==> config.mk <==
export PLATFORM = sky130hd
export DESIGN_NAME = tvp7002_mode_ctrl_flat
export DESIGN_NICKNAME = d
export VERILOG_FILES = /design/src/rtl/tvp7002_mode_ctrl_if.sv /design/src/rtl/tvp7002_mode_ctrl.sv /design/src/flat_wrapper.sv
export SDC_FILE = /design/constraint.sdc
export NUM_CORES = 1
export LEC_CHECK = 0
export CORE_UTILIZATION = 55
export CTS_CLUSTER_SIZE = 12
export DETAILED_ROUTE_END_ITERATION = 16
export PLACE_DENSITY_LB_ADDON = 0.12
export SYNTH_ARGS = -nofsm -noshare
export SYNTH_HDL_FRONTEND = slang
export SYNTH_SLANG_ARGS = --single-unit
==> constraint.sdc <==
create_clock -name CLK_MEAS_i -period 5.7 [get_ports CLK_MEAS_i]
set_clock_uncertainty 0.15 [all_clocks]
set_input_delay 1.14 -clock CLK_MEAS_i [delete_from_list [all_inputs] [get_ports CLK_MEAS_i]]
set_output_delay 1.14 -clock CLK_MEAS_i [all_outputs]
set_load 0.005 [all_outputs]
==> src/rtl/tvp7002_mode_ctrl_if.sv <==
// Frontend measurement, CPU config and mode-status bundle for tvp7002_mode_ctrl.
// The slave modport is the controller; master is the frontend/CPU side driving it.
interface tvp7002_mode_ctrl_if;
  logic        sync_active_i;
  logic [10:0] vtotal_i;
  logic [19:0] pcnt_frame_i;
  logic        interlace_i;
  logic        frame_tick_i;
  logic        cfg_wr_i;
  logic [1:0]  cfg_sel_i;
  logic [31:0] cfg_wdata_i;
  logic        cfg_commit_i;
  logic        irq_ack_i;
  logic        cfg_pending_o;
  logic [31:0] hv_in_config_o;
  logic [31:0] hv_in_config2_o;
  logic [31:0] hv_in_config3_o;
  logic [1:0]  mode_state_o;
  logic [10:0] mode_vtotal_o;
  logic [19:0] mode_pcnt_frame_o;
  logic        mode_interlace_o;
  logic        irq_o;

  modport slave (
    input  sync_active_i, vtotal_i, pcnt_frame_i, interlace_i, frame_tick_i,
           cfg_wr_i, cfg_sel_i, cfg_wdata_i, cfg_commit_i, irq_ack_i,
    output cfg_pending_o, hv_in_config_o, hv_in_config2_o, hv_in_config3_o,
           mode_state_o, mode_vtotal_o, mode_pcnt_frame_o, mode_interlace_o, irq_o
  );

  modport master (
    output sync_active_i, vtotal_i, pcnt_frame_i, interlace_i, frame_tick_i,
           cfg_wr_i, cfg_sel_i, cfg_wdata_i, cfg_commit_i, irq_ack_i,
    input  cfg_pending_o, hv_in_config_o, hv_in_config2_o, hv_in_config3_o,
           mode_state_o, mode_vtotal_o, mode_pcnt_frame_o, mode_interlace_o, irq_o
  );
endinterface

==> src/rtl/tvp7002_mode_ctrl.sv <==
// TVP7002 mode detect / lock sequencer with frame-aligned atomic hv_in_config update.
// Define MODE_CTRL_IRQ_EN to build the sticky mode-event interrupt; otherwise irq_o is tied 0.
module tvp7002_mode_ctrl #(
  parameter int STABLE_FRAMES = 4,
  parameter int VTOTAL_TOL    = 1,
  parameter int PCNT_TOL      = 64
) (
  input logic               CLK_MEAS_i,
  input logic               reset_n,
  tvp7002_mode_ctrl_if.slave bus
);

  typedef enum logic [1:0] {NOSYNC = 2'd0, ACQUIRE = 2'd1, LOCKED = 2'd2} state_t;

  state_t            state_q, state_d;
  logic [10:0]       ref_vt_q, ref_vt_d;
  logic [19:0]       ref_pc_q, ref_pc_d;
  logic              ref_il_q, ref_il_d;
  logic              ref_valid_q, ref_valid_d;
  logic [3:0]        ctr_q, ctr_d, ctr_inc;
  logic [10:0]       mvt_q, mvt_d;
  logic [19:0]       mpc_q, mpc_d;
  logic              mil_q, mil_d;
  logic [2:0][31:0]  shadow_q, shadow_d;
  logic [2:0][31:0]  cfg_q, cfg_d;
  logic              pending_q, pending_d;
  logic              irq_evt, apply, load_ref, match;
  logic [11:0]       vt_diff;
  logic [20:0]       pc_diff;

  // One bit wider than the operands so the absolute difference never wraps.
  always_comb begin
    vt_diff = ({1'b0, bus.vtotal_i} >= {1'b0, ref_vt_q}) ?
              {1'b0, bus.vtotal_i} - {1'b0, ref_vt_q} : {1'b0, ref_vt_q} - {1'b0, bus.vtotal_i};
    pc_diff = ({1'b0, bus.pcnt_frame_i} >= {1'b0, ref_pc_q}) ?
              {1'b0, bus.pcnt_frame_i} - {1'b0, ref_pc_q} : {1'b0, ref_pc_q} - {1'b0, bus.pcnt_frame_i};
    match   = (vt_diff <= 12'(VTOTAL_TOL)) && (pc_diff <= 21'(PCNT_TOL)) &&
              (bus.interlace_i == ref_il_q);
    ctr_inc = ctr_q + 4'd1;
  end

  always_comb begin
    state_d     = state_q;
    ref_valid_d = ref_valid_q;
    ctr_d       = ctr_q;
    mvt_d       = mvt_q;
    mpc_d       = mpc_q;
    mil_d       = mil_q;
    irq_evt     = 1'b0;
    load_ref    = 1'b0;
    if (!bus.sync_active_i) begin
      state_d     = NOSYNC;
      ref_valid_d = 1'b0;
      ctr_d       = 4'd0;
      irq_evt     = (state_q == LOCKED);
    end else begin
      case (state_q)
        NOSYNC: begin
          state_d     = ACQUIRE;
          ref_valid_d = 1'b0;
        end
        ACQUIRE: if (bus.frame_tick_i) begin
          if (!ref_valid_q) begin
            load_ref    = 1'b1;
            ref_valid_d = 1'b1;
            ctr_d       = 4'd0;
          end else if (match) begin
            ctr_d = ctr_inc;
            if (ctr_inc == 4'(STABLE_FRAMES)) begin
              state_d = LOCKED;
              mvt_d   = bus.vtotal_i;
              mpc_d   = bus.pcnt_frame_i;
              mil_d   = bus.interlace_i;
              irq_evt = 1'b1;
            end
          end else begin
            load_ref = 1'b1;
            ctr_d    = 4'd0;
          end
        end
        LOCKED: if (bus.frame_tick_i && !match) begin
          state_d  = ACQUIRE;
          load_ref = 1'b1;
          ctr_d    = 4'd0;
          irq_evt  = 1'b1;
        end
        default: state_d = NOSYNC;
      endcase
    end
    ref_vt_d = load_ref ? bus.vtotal_i     : ref_vt_q;
    ref_pc_d = load_ref ? bus.pcnt_frame_i : ref_pc_q;
    ref_il_d = load_ref ? bus.interlace_i  : ref_il_q;
  end

  // Without sync there is no frame boundary to wait for, so a commit applies at once.
  // Otherwise only the registered pending flag is honoured, so a commit coinciding
  // with a tick waits for the next one.
  always_comb begin
    shadow_d = shadow_q;
    if (bus.cfg_wr_i) begin
      case (bus.cfg_sel_i)
        2'd0:    shadow_d[0] = bus.cfg_wdata_i;
        2'd1:    shadow_d[1] = bus.cfg_wdata_i;
        2'd2:    shadow_d[2] = bus.cfg_wdata_i;
        default: shadow_d = shadow_q;
      endcase
    end
    if (state_q == NOSYNC) begin
      apply     = pending_q | bus.cfg_commit_i;
      pending_d = 1'b0;
    end else begin
      apply     = pending_q & bus.frame_tick_i;
      pending_d = bus.cfg_commit_i | (pending_q & ~bus.frame_tick_i);
    end
    cfg_d = apply ? shadow_q : cfg_q;
  end

  always_ff @(posedge CLK_MEAS_i or negedge reset_n) begin
    if (!reset_n) begin
      state_q     <= NOSYNC;
      ref_vt_q    <= '0;
      ref_pc_q    <= '0;
      ref_il_q    <= 1'b0;
      ref_valid_q <= 1'b0;
      ctr_q       <= '0;
      mvt_q       <= '0;
      mpc_q       <= '0;
      mil_q       <= 1'b0;
      shadow_q    <= '0;
      cfg_q       <= '0;
      pending_q   <= 1'b0;
    end else begin
      state_q     <= state_d;
      ref_vt_q    <= ref_vt_d;
      ref_pc_q    <= ref_pc_d;
      ref_il_q    <= ref_il_d;
      ref_valid_q <= ref_valid_d;
      ctr_q       <= ctr_d;
      mvt_q       <= mvt_d;
      mpc_q       <= mpc_d;
      mil_q       <= mil_d;
      shadow_q    <= shadow_d;
      cfg_q       <= cfg_d;
      pending_q   <= pending_d;
    end
  end

`ifdef MODE_CTRL_IRQ_EN
  logic irq_q;
  // A new event wins over a simultaneous ack.
  always_ff @(posedge CLK_MEAS_i or negedge reset_n) begin
    if (!reset_n) irq_q <= 1'b0;
    else          irq_q <= irq_evt | (irq_q & ~bus.irq_ack_i);
  end
  assign bus.irq_o = irq_q;
`else
  logic unused_irq;
  assign unused_irq = irq_evt ^ bus.irq_ack_i;
  assign bus.irq_o  = 1'b0;
`endif

  assign bus.mode_state_o      = state_q;
  assign bus.mode_vtotal_o     = mvt_q;
  assign bus.mode_pcnt_frame_o = mpc_q;
  assign bus.mode_interlace_o  = mil_q;
  assign bus.cfg_pending_o     = pending_q;
  assign bus.hv_in_config_o    = cfg_q[0];
  assign bus.hv_in_config2_o   = cfg_q[1];
  assign bus.hv_in_config3_o   = cfg_q[2];

endmodule

==> src/flat_wrapper.sv <==
// flat-port wrapper written by rule: the top's interface ports become plain ports
module tvp7002_mode_ctrl_flat 
#(
  parameter int STABLE_FRAMES = 4,
  parameter int VTOTAL_TOL    = 1,
  parameter int PCNT_TOL      = 64
)
  (CLK_MEAS_i, reset_n, bus_sync_active_i, bus_vtotal_i, bus_pcnt_frame_i, bus_interlace_i, bus_frame_tick_i, bus_cfg_wr_i, bus_cfg_sel_i, bus_cfg_wdata_i, bus_cfg_commit_i, bus_irq_ack_i, bus_cfg_pending_o, bus_hv_in_config_o, bus_hv_in_config2_o, bus_hv_in_config3_o, bus_mode_state_o, bus_mode_vtotal_o, bus_mode_pcnt_frame_o, bus_mode_interlace_o, bus_irq_o);
  tvp7002_mode_ctrl_if bus_i ();
  input logic CLK_MEAS_i;
  input logic reset_n;
  input wire logic [$bits(bus_i.sync_active_i)-1:0] bus_sync_active_i;
  input wire logic [$bits(bus_i.vtotal_i)-1:0] bus_vtotal_i;
  input wire logic [$bits(bus_i.pcnt_frame_i)-1:0] bus_pcnt_frame_i;
  input wire logic [$bits(bus_i.interlace_i)-1:0] bus_interlace_i;
  input wire logic [$bits(bus_i.frame_tick_i)-1:0] bus_frame_tick_i;
  input wire logic [$bits(bus_i.cfg_wr_i)-1:0] bus_cfg_wr_i;
  input wire logic [$bits(bus_i.cfg_sel_i)-1:0] bus_cfg_sel_i;
  input wire logic [$bits(bus_i.cfg_wdata_i)-1:0] bus_cfg_wdata_i;
  input wire logic [$bits(bus_i.cfg_commit_i)-1:0] bus_cfg_commit_i;
  input wire logic [$bits(bus_i.irq_ack_i)-1:0] bus_irq_ack_i;
  output wire logic [$bits(bus_i.cfg_pending_o)-1:0] bus_cfg_pending_o;
  output wire logic [$bits(bus_i.hv_in_config_o)-1:0] bus_hv_in_config_o;
  output wire logic [$bits(bus_i.hv_in_config2_o)-1:0] bus_hv_in_config2_o;
  output wire logic [$bits(bus_i.hv_in_config3_o)-1:0] bus_hv_in_config3_o;
  output wire logic [$bits(bus_i.mode_state_o)-1:0] bus_mode_state_o;
  output wire logic [$bits(bus_i.mode_vtotal_o)-1:0] bus_mode_vtotal_o;
  output wire logic [$bits(bus_i.mode_pcnt_frame_o)-1:0] bus_mode_pcnt_frame_o;
  output wire logic [$bits(bus_i.mode_interlace_o)-1:0] bus_mode_interlace_o;
  output wire logic [$bits(bus_i.irq_o)-1:0] bus_irq_o;
  assign bus_i.sync_active_i = bus_sync_active_i;
  assign bus_i.vtotal_i = bus_vtotal_i;
  assign bus_i.pcnt_frame_i = bus_pcnt_frame_i;
  assign bus_i.interlace_i = bus_interlace_i;
  assign bus_i.frame_tick_i = bus_frame_tick_i;
  assign bus_i.cfg_wr_i = bus_cfg_wr_i;
  assign bus_i.cfg_sel_i = bus_cfg_sel_i;
  assign bus_i.cfg_wdata_i = bus_cfg_wdata_i;
  assign bus_i.cfg_commit_i = bus_cfg_commit_i;
  assign bus_i.irq_ack_i = bus_irq_ack_i;
  assign bus_cfg_pending_o = bus_i.cfg_pending_o;
  assign bus_hv_in_config_o = bus_i.hv_in_config_o;
  assign bus_hv_in_config2_o = bus_i.hv_in_config2_o;
  assign bus_hv_in_config3_o = bus_i.hv_in_config3_o;
  assign bus_mode_state_o = bus_i.mode_state_o;
  assign bus_mode_vtotal_o = bus_i.mode_vtotal_o;
  assign bus_mode_pcnt_frame_o = bus_i.mode_pcnt_frame_o;
  assign bus_mode_interlace_o = bus_i.mode_interlace_o;
  assign bus_irq_o = bus_i.irq_o;
  tvp7002_mode_ctrl #(.STABLE_FRAMES(STABLE_FRAMES), .VTOTAL_TOL(VTOTAL_TOL), .PCNT_TOL(PCNT_TOL)) u_core (.CLK_MEAS_i(CLK_MEAS_i), .reset_n(reset_n), .bus(bus_i));
endmodule
==> flow_summary.yaml <==
run_status:
  outcome: "finished, final reports clean"
layout:
  area_growth_syn_to_layout_pct: 34.3
  drive_gt1_share_pct: 31.4
  fin_nets: 1674
  fin_cells: 1869
worst_setup_path:
  max_stage_delay_ns: 0.54
  end_kind: "flip-flop"
  slowest_stage: "or4_4"
  crit_path_cell_trace: "clkdlybuf4s50_1 > inv_1 > ha_1 > inv_1 > fa_1 > nand3_2 > a31o_4 > a31oi_2 > mux2i_1 > xnor2_1 > nor4b_1 > buf_4 > nand4_1 > a2111o_1 > or4_4 > buf_4 > and2_0 > o2111a_2 > buf_4 > mux2i_1"
  cp-start-kind: "primary input"
  critical_path_class: "in2reg"
  cp_max_fo: 8
  arrival_ns: 5.74
  crit_required_ns: 5.96
  critPathBufInv: 6
  crit_top_cell: "buf_4"
  crit_family: "compound AO/OA/AOI/OAI gates"
pwr:
  cell_internal_pwr_mw: 6.08
  clock_power_share_pct: 20.0
  power.density_nw_per_um2: 503
  switching_share_pct: 33.5
  p_comb_share_pct: 49.4
  vdd_drop_max_mv: 0.318
  power_frac_seq_pct: 30.6
  power_leakage_nw: 8.26
  net-switching-power_mw: 3.07
logic_synthesis:
  syn-mean-instance-area_um2: 11.8
  synth-async-reset-ratio_pct: 100
  ys_seq_elements: 264
  yosys-top-cells-area: "dfrtp_1, mux2_2, ha_1"
  synth_edf_count: 0
  syn-num-nets: 1295
  yosys.cell_types.count: 78
  yosysMostFrequentCell: "dfrtp_1"
  yosys_warnings: 0
  syn-cell-area_um2: 13500
  yosysTopAreaCellShare_pct: 48.8
  ys_seq_area_share_pct: 48.8
  yosysTopAreaCell: "dfrtp_1"
  synthCells: 1152
  synth_commonest_cells: "dfrtp_1, mux2_2, inv_1, nand2_1, ha_1"
  ys.flop_type: "dfrtp_1"
timing:
  worst_slew_pin_slew_ns: 0.912
  min_period_ns: 5.48
  fmax_mhz: 182
  finalCritPeriodShare_pct: 96.2
  relSlewSlack_pct: 39.0
  setup_ws_ns: 0.215
  hold_viol_final: 0
  setup_viol: 0
  drv_slew: 0
  rsz0062_at_grt: "false"
global_route:
  overflow: 0
  antenna_found_initial: 1
  grt_pass1_vias: 10522
  grtUsageTotal_pct: 26.0
  grt_pass1_wl_um: 53400
  grt_max_degree: 115
placed_design:
  gp_congestion: 0.903
  post-dp-hpwl_um: 23900
  dp.cells: 1825
  io_buffers: 202
  dp_slack_ns: -0.302
floorplanning:
  row_count: 57
  die_w_um: 159
  start_util_pct: 55.9
  coreArea_um2: 24200
  die_area_um2: 25300
  pin_count: 205
  dieHeight_um: 159
routing:
  drtIter0Drc: 502
  drt-wirelength-per-cell_um: 17.5
  vias: 10079
  dr.pass1.iters: 4
  drc: 0
  wl_um: 32600
  viasPerCell: 5.39
  antenna_left: 0
cts:
  cts_hold_buf: 0
  h-tree-depth: 1
  clock_sinks: 264
  path_clk_slew_ns: 0.06
  cts.path.max_buffers: 3
  cts_tree: "built"
  cts-root-buf: "clkbuf_16"
  numCtsBuffers: 28
  insertion_delay_ns: 0.54
job:
  maxCapViolCount: 0
hold_path:
  min_path_type: "reg2reg"
## path summary, 6_finish.rpt
check / start / end / slack [ns] / depth (start not counted)
setup / recovery: bus_vtotal_i[0] / u_core.ref_pc_q[1] / 0.22 / 20
hold reg to reg: u_core.bus.mode_vtotal_o[1] / u_core.bus.mode_vtotal_o[1] / 0.32 / 2
max in group asynchronous: reset_n / u_core.shadow_q[6] / 3.78 / 2
setup reg to reg: u_core.ref_vt_q[0] / u_core.ref_pc_q[1] / 0.94 / 18
hold / removal: u_core.bus.mode_vtotal_o[1] / u_core.bus.mode_vtotal_o[1] / 0.32 / 2
min in group asynchronous: reset_n / u_core.ref_vt_q[3] / 0.46 / 1
## repair_timing
item | 4_1_cts | 5_1_grt
setup endpoints to repair | 0 | 2
resized for setup | 0 | 2
setup buffers | 0 | 0
## logic make-up after synthesis
family / share of synthesized area [%]
xor gates and xnor gates: 1.75
DFF: 48.8
adders and majority gates: 6.58
other: 0.0277
and+or+nand+nor: 7.30
AOI/OAI and AO/OA: 12.1
muxes: 19.1
buffers and inverters: 4.37
## registers in the layout, summed over array words and instances (netlist names), 4 cells and up
signal	count
u_core.bus.mode_vtotal_o	11
u_core.bus.hv_in_config3_o	32
u_core.ref_vt_q	11
u_core.bus.hv_in_config2_o	32
u_core.ctr_q	4
u_core.bus.mode_pcnt_frame_o	20
u_core.shadow_q	96
u_core.bus.hv_in_config_o	32
u_core.ref_pc_q	20
## per-stage QoR
stage | power (mW) | instance area [µm²] | utilization [%] | TNS (ns) | hold WS [ns]
2_1_floorplan | 5.23 | 13500 | - | 0 | 0.324
3_3_place_gp | 7.20 | 17300 | 71.3 | -14.06 | 0.310
3_5_place_dp | 7.32 | 17300 | 71.3 | -16.73 | 0.313
4_1_cts | 9.21 | 18200 | 75.0 | 0 | 0.327
5_1_grt | 9.73 | 18200 | 75.0 | 0 | 0.336
6_report | 9.15 | 18200 | 75.0 | 0 | 0.322
## final cells by class
| cell class | instances | area (µm²) |
|---|---|---|
| well taps | 324 | 405 |
| flip-flops and latches | 264 | 6610 |
| diodes | 1 | 2.50 |
| fillers | 1734 | 6050 |
| multi-input cells | 754 | 6360 |
| clock inverters | 6 | 134 |
| clock buffers | 37 | 776 |
| inverters | 81 | 304 |
| repair buffers | 402 | 3600 |
## placed cells by master (no fill, tap or decap), types with 4 or more instances in the layout
master,netlist,routed
ha_1,68,68
mux2_2,194,194
bufinv_16,0,4
a31oi_1,6,6
inv_1,81,81
a21oi_1,57,57
clkbuf_16,0,29
o21ai_2,30,30
nand2_1,69,69
nor3_1,13,13
xnor2_1,18,18
a311oi_1,4,4
a211oi_1,5,5
nor2b_1,10,10
dfrtp_1,264,264
mux2i_1,39,39
a22o_1,4,4
o22ai_1,4,4
a21o_1,15,15
nand2b_1,5,5
o21a_1,10,10
and2_1,5,5
or3_1,5,5
nor2_1,32,31
o211ai_1,10,10
clkdlybuf4s50_1,0,201
nand4_1,14,14
clkbuf_1,24,6
a21boi_0,4,4
o21ai_1,3,4
buf_12,0,6
xor2_1,9,9
o21bai_1,4,4
buf_4,5,194
o21ai_0,29,28
nand3_1,18,18
## power groups by stage
stage,Clock [mW],Sequential (mW),Combinational (mW)
6_report,1.83,2.80,4.52
5_1_grt,1.94,2.87,4.91
4_1_cts,1.87,2.80,4.53
3_5_place_dp,0,2.82,4.49
3_3_place_gp,0,2.79,4.42
2_1_floorplan,0,2.79,2.44
## worst min-delay path, cell delays in order, from the launching register on
cell	delay [ns]
dfrtp_1	0.34
nand2_1	0.06
o21ai_2	0.05
## per-layer routing
layer  part of all wire, %  global-route usage (%)  wire (µm)
met1                    41                    31.5      13500
met2                    50                    46.1      16200
met3                   6.6                    6.58       2170
met4                   2.3                    6.77        747
met5                     0                       0          0
Note: power is estimated with default switching activity, not from simulation.
